<file path="src/rtl/exec_pkg.sv">
// Shared constants for the execute stage: opcodes, FSM states and default width.
package exec_pkg;

    localparam int DEF_WIDTH = 8;

    localparam logic [3:0] OP_ADD    = 4'd0;
    localparam logic [3:0] OP_ADDC   = 4'd1;
    localparam logic [3:0] OP_SUB    = 4'd2;
    localparam logic [3:0] OP_SUBC   = 4'd3;
    localparam logic [3:0] OP_AND    = 4'd4;
    localparam logic [3:0] OP_OR     = 4'd5;
    localparam logic [3:0] OP_XOR    = 4'd6;
    localparam logic [3:0] OP_SHL    = 4'd7;
    localparam logic [3:0] OP_SHR    = 4'd8;
    localparam logic [3:0] OP_ROL    = 4'd9;
    localparam logic [3:0] OP_ROR    = 4'd10;
    localparam logic [3:0] OP_MUL    = 4'd11;
    localparam logic [3:0] OP_PASS_B = 4'd12;

    typedef enum logic {
        IDLE     = 1'b0,
        MUL_BUSY = 1'b1
    } exec_state_t;

endpackage

</file>
<file path="src/rtl/exec_mul_seq.sv">
// Iterative shift-add multiplier: one partial product per cycle for WIDTH cycles.
module exec_mul_seq #(
    parameter int WIDTH = 8
) (
    input  logic               clk,
    input  logic               rst,
    input  logic               start,
    input  logic [WIDTH-1:0]   a,
    input  logic [WIDTH-1:0]   b,
    output logic               busy,
    output logic               done,
    output logic [2*WIDTH-1:0] product
);

    localparam int CW = $clog2(WIDTH);

    logic [2*WIDTH-1:0] acc;
    logic [2*WIDTH-1:0] mcand;
    logic [2*WIDTH-1:0] acc_next;
    logic [WIDTH-1:0]   mplier;
    logic [CW-1:0]      count;
    logic               running;

    always_comb begin
        acc_next = acc;
        if (mplier[0]) begin
            acc_next = acc + mcand;
        end
    end

    // The final step's sum is exposed combinationally so the caller can
    // register it on the same edge that retires the operation.
    assign busy    = running;
    assign done    = running && (count == CW'(WIDTH - 1));
    assign product = acc_next;

    always_ff @(posedge clk) begin
        if (rst) begin
            running <= 1'b0;
            acc     <= '0;
            mcand   <= '0;
            mplier  <= '0;
            count   <= '0;
        end else if (start && !running) begin
            running <= 1'b1;
            acc     <= '0;
            mcand   <= {{WIDTH{1'b0}}, a};
            mplier  <= b;
            count   <= '0;
        end else if (running) begin
            acc    <= acc_next;
            mcand  <= mcand << 1;
            mplier <= mplier >> 1;
            count  <= count + 1'b1;
            if (done) begin
                running <= 1'b0;
            end
        end
    end

endmodule

</file>
<file path="src/rtl/exec_stage_mc.sv">
// Execute stage: forwarding, single-cycle ALU and a multi-cycle multiplier behind a stall.
module exec_stage_mc
    import exec_pkg::*;
#(
    parameter int WIDTH = DEF_WIDTH,
    parameter int SHW   = $clog2(WIDTH)
) (
    input  logic             clk,
    input  logic             rst,
    input  logic             in_valid,
    input  logic [WIDTH-1:0] r1,
    input  logic [WIDTH-1:0] r2,
    input  logic [WIDTH-1:0] disp_const,
    input  logic             alu_b_sel,
    input  logic [1:0]       fwd_a_sel,
    input  logic [1:0]       fwd_b_sel,
    input  logic [WIDTH-1:0] ex_mem_result,
    input  logic [WIDTH-1:0] mem_wb_result,
    input  logic [3:0]       alu_op,
    input  logic [SHW-1:0]   shift_count,
    input  logic             z_en,
    input  logic             c_en,
    output logic             stall,
    output logic             out_valid,
    output logic [WIDTH-1:0] alu_out,
    output logic             z_flag,
    output logic             c_flag
);

    exec_state_t state, state_next;

    logic [WIDTH-1:0]   b_pre, op_a, op_b;
    logic               accept, is_mul, mul_start;
    logic               mul_busy, mul_done;
    logic [2*WIDTH-1:0] mul_product;
    logic               mul_z_en, mul_c_en;

    logic [WIDTH-1:0]   res;
    logic [WIDTH:0]     sum;
    logic               c_next, c_upd, z_upd;
    logic [WIDTH:0]     shl_t, shr_t;
    logic [2*WIDTH-1:0] rol_t, ror_t;
    logic [SHW-1:0]     rot_amt;

    // Forwarding sits after the immediate select, so it overrides the immediate.
    always_comb begin
        b_pre = alu_b_sel ? disp_const : r2;
        case (fwd_a_sel)
            2'b01:   op_a = ex_mem_result;
            2'b10:   op_a = mem_wb_result;
            default: op_a = r1;
        endcase
        case (fwd_b_sel)
            2'b01:   op_b = ex_mem_result;
            2'b10:   op_b = mem_wb_result;
            default: op_b = b_pre;
        endcase
    end

    assign stall     = (state == MUL_BUSY);
    assign accept    = in_valid && !stall;
    assign is_mul    = (alu_op == OP_MUL);
    assign mul_start = accept && is_mul;

    always_comb begin
        state_next = state;
        case (state)
            IDLE:     if (mul_start) state_next = MUL_BUSY;
            MUL_BUSY: if (mul_done)  state_next = IDLE;
            default:  state_next = IDLE;
        endcase
    end

    exec_mul_seq #(.WIDTH(WIDTH)) u_mul (
        .clk     (clk),
        .rst     (rst),
        .start   (mul_start),
        .a       (op_a),
        .b       (op_b),
        .busy    (mul_busy),
        .done    (mul_done),
        .product (mul_product)
    );

    // An extra zero bit on the shifted-out side captures the last bit lost.
    always_comb begin
        rot_amt = SHW'(shift_count % WIDTH);
        shl_t   = {1'b0, op_a} << shift_count;
        shr_t   = {op_a, 1'b0} >> shift_count;
        rol_t   = {op_a, op_a} << rot_amt;
        ror_t   = {op_a, op_a} >> rot_amt;
    end

    always_comb begin
        res    = '0;
        sum    = '0;
        c_next = 1'b0;
        c_upd  = 1'b1;
        z_upd  = 1'b1;
        case (alu_op)
            OP_ADD: begin
                sum    = {1'b0, op_a} + {1'b0, op_b};
                res    = sum[WIDTH-1:0];
                c_next = sum[WIDTH];
            end
            OP_ADDC: begin
                sum    = {1'b0, op_a} + {1'b0, op_b} + {{WIDTH{1'b0}}, c_flag};
                res    = sum[WIDTH-1:0];
                c_next = sum[WIDTH];
            end
            OP_SUB: begin
                sum    = {1'b0, op_a} - {1'b0, op_b};
                res    = sum[WIDTH-1:0];
                c_next = sum[WIDTH];
            end
            OP_SUBC: begin
                sum    = {1'b0, op_a} - {1'b0, op_b} - {{WIDTH{1'b0}}, c_flag};
                res    = sum[WIDTH-1:0];
                c_next = sum[WIDTH];
            end
            OP_AND:    res = op_a & op_b;
            OP_OR:     res = op_a | op_b;
            OP_XOR:    res = op_a ^ op_b;
            OP_SHL: begin
                res    = shl_t[WIDTH-1:0];
                c_next = shl_t[WIDTH];
            end
            OP_SHR: begin
                res    = shr_t[WIDTH:1];
                c_next = shr_t[0];
            end
            OP_ROL: begin
                res   = rol_t[2*WIDTH-1:WIDTH];
                c_upd = 1'b0;
            end
            OP_ROR: begin
                res   = ror_t[WIDTH-1:0];
                c_upd = 1'b0;
            end
            OP_PASS_B: res = op_b;
            default: begin
                // Reserved opcodes, and MUL which retires later through the multiplier.
                c_upd = 1'b0;
                z_upd = 1'b0;
            end
        endcase
    end

    always_ff @(posedge clk) begin
        if (rst) begin
            state     <= IDLE;
            out_valid <= 1'b0;
            alu_out   <= '0;
            z_flag    <= 1'b0;
            c_flag    <= 1'b0;
            mul_z_en  <= 1'b0;
            mul_c_en  <= 1'b0;
        end else begin
            state     <= state_next;
            out_valid <= 1'b0;
            if (state == MUL_BUSY) begin
                if (mul_done) begin
                    out_valid <= 1'b1;
                    alu_out   <= mul_product[WIDTH-1:0];
                    if (mul_z_en) z_flag <= (mul_product[WIDTH-1:0] == '0);
                    if (mul_c_en) c_flag <= |mul_product[2*WIDTH-1:WIDTH];
                end
            end else if (accept) begin
                if (is_mul) begin
                    mul_z_en <= z_en;
                    mul_c_en <= c_en;
                end else begin
                    out_valid <= 1'b1;
                    alu_out   <= res;
                    if (z_en && z_upd) z_flag <= (res == '0);
                    if (c_en && c_upd) c_flag <= c_next;
                end
            end
        end
    end

endmodule

</file>
<file path="config.mk">
export PLATFORM = sky130hd
export DESIGN_NAME = exec_stage_mc
export DESIGN_NICKNAME = d
export VERILOG_FILES = /design/src/rtl/exec_pkg.sv /design/src/rtl/exec_mul_seq.sv /design/src/rtl/exec_stage_mc.sv
export SDC_FILE = /design/constraint.sdc
export NUM_CORES = 1
export LEC_CHECK = 0
export ABC_CLOCK_PERIOD_IN_PS = 6000
export BUFFER_PORTS_ARGS = -buffer_cell sky130_fd_sc_hd__buf_2
export CORE_MARGIN = 2
export CORE_UTILIZATION = 41
export CTS_BUF_LIST = sky130_fd_sc_hd__clkbuf_8 sky130_fd_sc_hd__clkbuf_16
export CTS_CLUSTER_DIAMETER = 200
export DETAILED_ROUTE_END_ITERATION = 10
export MAX_ROUTING_LAYER = met4
export PLACE_DENSITY = 0.64
export SYNTH_ARGS = -nofsm -noshare
export SYNTH_HDL_FRONTEND = slang
export SYNTH_SLANG_ARGS = --single-unit
</file>
<file path="constraint.sdc">
create_clock -name clk -period 6 [get_ports clk]
set_clock_uncertainty 0.05 [all_clocks]
set_input_delay 0.9 -clock clk [delete_from_list [all_inputs] [get_ports clk]]
set_output_delay 0.9 -clock clk [all_outputs]
set_load 0.01 [all_outputs]
</file>
==> flow_metrics.tcl, run 1 <==
set metrics [dict create \
    relSlewSlack 0.287 \
    grt_max_degree 53 \
    rows 46 \
    holdPathEnd "alu_out[6]$_SDFFE_PP0P_" \
    maxCapViolCount 0 \
    vias 6897 \
    yosysTopAreaCell "dfxtp_1" \
    cts_tree "built" \
    r2r_slack_ns 2.81 \
    yosys.area.top_type_share 0.174 \
    post_cts_buffers 0 \
    drc 0 \
    cts-htree-levels 3 \
    grt_pass1_wl_mm 33.7 \
    ant_nets 0 \
    yosysMostFrequentCell "nand2_1" \
    seq_area_sq_um 1160 \
    cp_cell_sequence "buf_2 -> inv_1 -> ha_1 -> a221oi_1 -> a21oi_1 -> inv_1 -> ha_1 -> nor2b_1 -> o22ai_1 -> xnor2_1 -> xor2_1 -> o221ai_1 -> a211o_1 -> nor3b_1 -> nand4_1 -> o22ai_2" \
    tightest_slew_ns 1.07 \
    totalWireLength_mm 21.3 \
    fin_nets 1041 \
    syn_avg_cell_area_sq_um 7.37 \
    die_x_um 131 \
    critPathArrivalTime_ns 5.27 \
    async_flop_share 0 \
    die-area_sq_um 17300 \
    grt_setup_unrepaired "false" \
    cp_max_fo 16 \
    antenna_found_initial 0 \
    grt-ovfl-total 0 \
    critPathRequiredTime_ns 6.21 \
    syn_to_final_growth_pct 10.6 \
    core-area_sq_um 15900 \
    grt_pass1_vias 6289 \
    cts.clk_slew.worst_paths_ns 0.05 \
    crit_family "compound AO/OA/AOI/OAI gates" \
    place_hpwl_mm 16.0 \
    path_buf_inv 3 \
    start_util 0.419 \
    slowest_delay_ns 0.56 \
    io_buffer_count 68 \
    yosys_warnings 0 \
    peakVddDrop_uv 146 \
    diodes 0 \
    pin_count 69 \
    synthTopCellsByCount "nand2_1 (94), nor2_1 (82), a21oi_1 (80), dfxtp_1 (58)" \
    multi_input_area_sq_um 5060 \
    clk_latency_ns 0.34 \
    outcome "finished clean" \
    wl_per_cell_um 18.5 \
    synth_edf_count 0 \
    drtIter0Drc 569 \
    die_h_um 131 \
    nFillCells 1684 \
    criticalPathCategory "in -> reg" \
    ys_seq_elements 58 \
    p_per_area_nw_per_um2 221 \
    seq_area_frac_synth 0.174 \
    finalCritPeriodShare 0.842 \
    hp-class "reg -> reg" \
    reg2regPathDepth 12 \
    syn-num-nets 1012 \
    power.leakage_uw 0.00295 \
    final_hold_viol_count 0 \
    synthCells 903 \
    regToRegEndpoint "c_flag$_SDFFE_PP0P_" \
    dr.pass1.iters 5 \
    cts_sinks 58 \
    cp_slowest_cell "ha_1" \
    fin_ws_ns 0.945 \
    netlist_area_sq_um 6660 \
    start_kind "primary input" \
    drv_slew 0 \
    holdWs_ns 0.402 \
    setup.worst_path.start "fwd_b_sel[0]" \
    finalSetupViolCount 0 \
    cts_resized 0 \
    root_buffer "clkbuf_16" \
    worstHoldStart "alu_out[6]$_SDFFE_PP0P_" \
    track_usage 0.248 \
    fin_setup_tns_ns 0 \
    synth_cell_types 85 \
    numCtsBuffers 9 \
    fmax_mhz 198 \
    hold_buffers 0 \
    via_per_inst 5.98 \
    fin_crit_ns 5.05 \
    synth_area_leaders "dfxtp_1 (17%), ha_1 (9.2%), a21oi_1 (6.0%)" \
    layout-drive-gt1-share 0.127 \
    preCtsSetupSlack_ns 0.692 \
    min_path_cells 2 \
    r2r_start "u_mul.mcand[0]$_SDFFE_PP0P_" \
    finalNonFillerCells 1153 \
    cts_max_path_buffers 2 \
    synth_top_flop_cell "dfxtp_1" \
    place_inst 1137 \
    place_congestion 1.02 \
    crit_path_end_kind "register" \
]
## how the worst max path moves through the flow
stage | to | slack, ns | cells after the start
global placement | z_flag$_SDFFE_PP0P_ | 0.76 | 17
CTS | z_flag$_SDFFE_PP0P_ | 1.06 | 19
detailed placement | z_flag$_SDFFE_PP0P_ | 0.69 | 19
global route | z_flag$_SDFFE_PP0P_ | 0.74 | 17
finish | z_flag$_SDFFE_PP0P_ | 0.95 | 16
floorplan | c_flag$_SDFFE_PP0P_ | 1.59 | 16
## report_power, final
part | switching [uW] | internal (uW)
clock network | 183 | 316
logic | 452 | 270
registers | 9.44 | 397
## cell type report
class / instances / area share
Clock inverter: 7 / 0.00833
Multi-Input combinational cell: 738 / 0.687
Timing Repair Buffer: 76 / 0.0544
Sequential cell: 58 / 0.158
Clock buffer: 9 / 0.0306
Inverter: 49 / 0.0250
Tap cell: 216 / 0.0367
## worst reg2reg max path, stage by stage, from the launching register on
cell      delay (ns)
dfxtp_1         0.37
ha_1            0.22
inv_1           0.07
fa_1            0.45
nand2b_1        0.19
a21oi_1         0.18
o21ai_0         0.25
a221oi_1        0.39
o21ai_0         0.13
a31oi_1         0.22
nand2_1         0.09
nor4bb_1        0.35
o41ai_1         0.10
## stage by stage
| stage | util | total power (uW) | area [sq um] |
|---|---|---|---|
| final | 0.464 | 1630 | 7360 |
| after global routing | 0.464 | 1720 | 7360 |
| after CTS | 0.464 | 1620 | 7360 |
| after global placement | 0.445 | 1110 | 7080 |
| after floorplan | - | 931 | 6660 |
| after detailed placement | 0.445 | 1120 | 7080 |
## registers in the layout, summed over array words and instances (netlist names)
name / cells
u_mul.acc: 16
u_mul.mcand: 16
alu_out: 8
u_mul.mplier: 8
u_mul.count: 3
c_flag: 1
mul_c_en: 1
mul_z_en: 1
out_valid: 1
stall: 1
u_mul.busy: 1
z_flag: 1
## cells by family (layout without fill, tap and decap cells)
family	after synthesis	in the layout	share of synthesized area
simple gates	330	330	0.240
compound gates	277	277	0.289
buf+inv	107	141	0.0660
flops	58	58	0.174
fa+ha+maj	52	52	0.101
mux	50	50	0.0910
xor+xnor	29	29	0.0382
## layer usage
| layer | track usage | wire length, um | up-vias |
|---|---|---|---|
| li1 | - | - | 3377 |
| met5 | - | 0 | - |
| met4 | 0.0809 | 702 | 0 |
| met2 | 0.386 | 9520 | 268 |
| met1 | 0.328 | 9730 | 3200 |
| met3 | 0.0409 | 1330 | 52 |
## layout by cell type, fill, tap and decap left out, types with 5 or more instances in the layout
cell / instances
o22ai_1: 5
o2111a_1: 5
nor2b_1: 19
and3_1: 9
a22oi_1: 9
xor2_1: 10
a22o_1: 6
nand2_1: 94
nor2_1: 82
nand3_1: 24
xnor2_1: 19
clkbuf_16: 9
buf_2: 68
a211oi_1: 21
inv_1: 50
nor3_1: 33
a21o_1: 9
o211ai_1: 17
ha_1: 49
a221oi_1: 16
dfxtp_1: 57
buf_4: 8
a211o_1: 6
nand2b_1: 26
a21oi_1: 80
a31oi_1: 8
o21ai_0: 40
mux4_2: 5
o21a_1: 5
mux2i_1: 38
or3_1: 5
Note: power is estimated with default switching activity, not from simulation.
==> run 2: changes to the inputs <==
ABC_AREA = 1   (was default)
ABC_CLOCK_PERIOD_IN_PS = 4800   (was 6000)
clock period = 4.8 ns   (was 6 ns; I/O delays follow)
==> run 2 against run 1 <==
Clock power increased by 20%; critical path type unchanged; sequential cell count unchanged; largest cell class unchanged; global-route usage rose by 0.95 points.
==> flow_metrics.tcl, run 2 <==
set metrics [dict create \
    cts_tree "built" \
    seq_area_frac_synth 0.174 \
    io_buffer_count 68 \
    slowest_delay_ns 0.66 \
    finalSetupViolCount 0 \
    p_comb_frac 0.433 \
    outcome "finished clean" \
    synth_cell_types 48 \
    crit_path_end_kind "register" \
    yosys_warnings 0 \
    cts.clk_slew.worst_paths_ns 0.06 \
    syn-num-nets 1286 \
    p_per_area_nw_per_um2 264 \
    cts_resized 0 \
    preCtsSetupSlack_ns 0.552 \
    hold_buffers 0 \
    start_kind "primary input" \
    start_util 0.420 \
    via_per_inst 5.24 \
    reg_top3 "u_mul.acc: 16 flops, u_mul.mcand: 16 flops" \
    drv_slew 0 \
    die_h_um 132 \
    root_buffer "clkbuf_16" \
    synth_area_leaders "nand2_1 (22%), dfxtp_1 (17%), nand3_1 (11%)" \
    numCtsBuffers 9 \
    swShare 0.428 \
    synth_top_flop_cell "dfxtp_1" \
    grt_pass1_vias 6965 \
    place_hpwl_mm 17.5 \
    drtIter0Drc 573 \
    grt_max_degree 51 \
    synthSimpleGateAreaFrac 0.467 \
    diodes 0 \
    synthCells 1177 \
    post_cts_buffers 0 \
    grt-ovfl-total 0 \
    synth_compound_area_frac 0.136 \
    synthMuxAreaShare 0.00150 \
    fin_nets 1332 \
    yosysTopAreaCell "nand2_1" \
    syn_avg_cell_area_sq_um 5.67 \
    fmax_mhz 255 \
    yosys.area.top_type_share 0.225 \
    p_int_uw 1120 \
    synth_edf_count 0 \
    syn_to_final_growth_pct 11.2 \
    synthTopCellsByCount "nand2_1 (400), nand3_1 (153), inv_1 (125), nor2_1 (104), dfxtp_1 (58)" \
    ant_nets 0 \
    reg2regPathDepth 19 \
    die_x_um 132 \
    crit_cells 20 \
    cts-htree-levels 3 \
    core-area_sq_um 15900 \
    cp_max_fo 9 \
    async_flop_share 0 \
    peakVddDrop_uv 175 \
    vias 7566 \
    place_congestion 1.00 \
    ys_seq_elements 58 \
    grt_pass1_wl_mm 35.1 \
    maxCapViolCount 0 \
    critPathRequiredTime_ns 5.02 \
    totalWireLength_mm 21.8 \
    r2r_slack_ns 2.11 \
    seq_power_share 0.260 \
    cp_cell_sequence "buf_2 -> inv_1 -> ha_1 -> inv_2 -> a21oi_1 -> fa_1 -> inv_1 -> ha_1 -> inv_1 -> nor2_1 -> nand3_1 -> nor2_2 -> nor2_1 -> nor2_1 -> nand3_1 -> nor2_1 -> nand3_1 -> nor2_1 -> nand3_1 -> a21oi_2" \
    finalCritPeriodShare 0.817 \
    pin_count 69 \
    clock_power_share 0.307 \
    cp_slowest_cell "a21oi_1" \
    synth_xor_area_frac 0.0116 \
    netlist_area_sq_um 6670 \
    clk_latency_ns 0.33 \
    holdWs_ns 0.411 \
    min_path_cells 2 \
    die-area_sq_um 17300 \
    fin_setup_tns_ns 0 \
    tightest_slew_ns 0.832 \
    rows 46 \
    path_buf_inv 5 \
    relSlewSlack 0.445 \
    drc 0 \
    critPathArrivalTime_ns 4.14 \
    grt_setup_unrepaired "false" \
    dr.pass1.iters 6 \
    track_usage 0.258 \
    crit_family "adder cells" \
    final_cell_mix "nand2_1 (400), nand3_1 (153), inv_1 (125)" \
    criticalPathCategory "in -> reg" \
    synth_top_family_by_area "simple AND/OR/NAND/NOR gates" \
    cpMostUsedCell "nor2_1" \
    power.switching_uw 836 \
    antenna_found_initial 0 \
    final_common_cell "nand2_1" \
    fin_ws_ns 0.880 \
    hp-class "reg -> reg" \
    wl_per_cell_um 15.1 \
    layout-drive-gt1-share 0.114 \
    yosysMostFrequentCell "nand2_1" \
    cts_sinks 58 \
    synth_adder_area_share 0.101 \
    final_hold_viol_count 0 \
    cts_max_path_buffers 2 \
    fin_crit_ns 3.92 \
    power.leakage_uw 0.00377 \
]
[run 2: cell types whose count changed after synthesis, moves of 23 or more]
cell,before,now
nand2b_1,26,0
nand2_1,94,400
nand3_1,24,153
nor3_1,33,4
clkbuf_1,41,18
mux2i_1,38,1
inv_1,49,125
a21oi_1,80,54
[run 2: final timing paths]
path / start / end
setup / recovery: fwd_b_sel[0] / z_flag$_SDFFE_PP0P_
hold / removal: alu_out[2]$_SDFFE_PP0P_ / alu_out[2]$_SDFFE_PP0P_
setup reg to reg: u_mul.mcand[0]$_SDFFE_PP0P_ / c_flag$_SDFFE_PP0P_
hold reg to reg: alu_out[2]$_SDFFE_PP0P_ / alu_out[2]$_SDFFE_PP0P_
[run 2: cell type report]
class / count / area (sq um)
Sequential cell: 58 / 1160
Clock buffer: 10 / 239
Tap cell: 216 / 270
Fill cell: 1818 / 8470
Clock inverter: 6 / 42.5
Timing Repair Buffer: 74 / 385
Inverter: 141 / 537
Multi-Input combinational cell: 939 / 4780
[run 2: worst reg2reg max path: stages (launching register included)]
cell and delay, ns:
dfxtp_1 0.38, ha_1 0.19, inv_1 0.07, fa_1 0.43, inv_1 0.10, nand3_1 0.07
nand2_1 0.16, nand2_1 0.10, nand2_1 0.09, nand2_1 0.07, nand3_1 0.07, nand3_1 0.08
nand2_1 0.11, nand2_1 0.06, nor2_1 0.16, nand3_1 0.15, nand2_1 0.10, nand3b_1 0.08
nand2_1 0.06, inv_1 0.03
[run 2: stage by stage]
stage | std cells | cell area [sq um] | util | total power, uW
2_1_floorplan | 1177 | 6670 | - | 1130
3_3_place_gp | 1428 | 7140 | 0.449 | 1350
3_5_place_dp | 1428 | 7140 | 0.449 | 1350
4_1_cts | 1444 | 7420 | 0.467 | 1950
5_1_grt | 1444 | 7420 | 0.467 | 2100
6_report | 1444 | 7420 | 0.467 | 1960
[run 2: per-layer routing]
layer  vias to the layer above  track usage  wire (um)
met5                         -            -          0
met4                         0       0.0984        793
met3                        42       0.0313       1070
met2                       236        0.436      10300
met1                      3366        0.313       9560
li1                       3922            -          -
[run 2: power groups by stage]
stage                     Sequential, uW  Clock [uW]  Combinational [uW]
final                                508         601                 848
after global routing                 509         635                 952
after CTS                            508         612                 834
after detailed placement             518           0                 831
after global placement               518           0                 831
after floorplan                      519           0                 609
[run 2: logic make-up (layout without fill, tap and decap cells)]
group / after synthesis / after routing
AOI/OAI and AO/OA: 153 / 153
DFF: 58 / 58
xor gates and xnor gates: 8 / 8
muxes: 1 / 1
and+or+nand+nor: 725 / 725
adders and majority gates: 52 / 52
buffers and inverters: 180 / 231
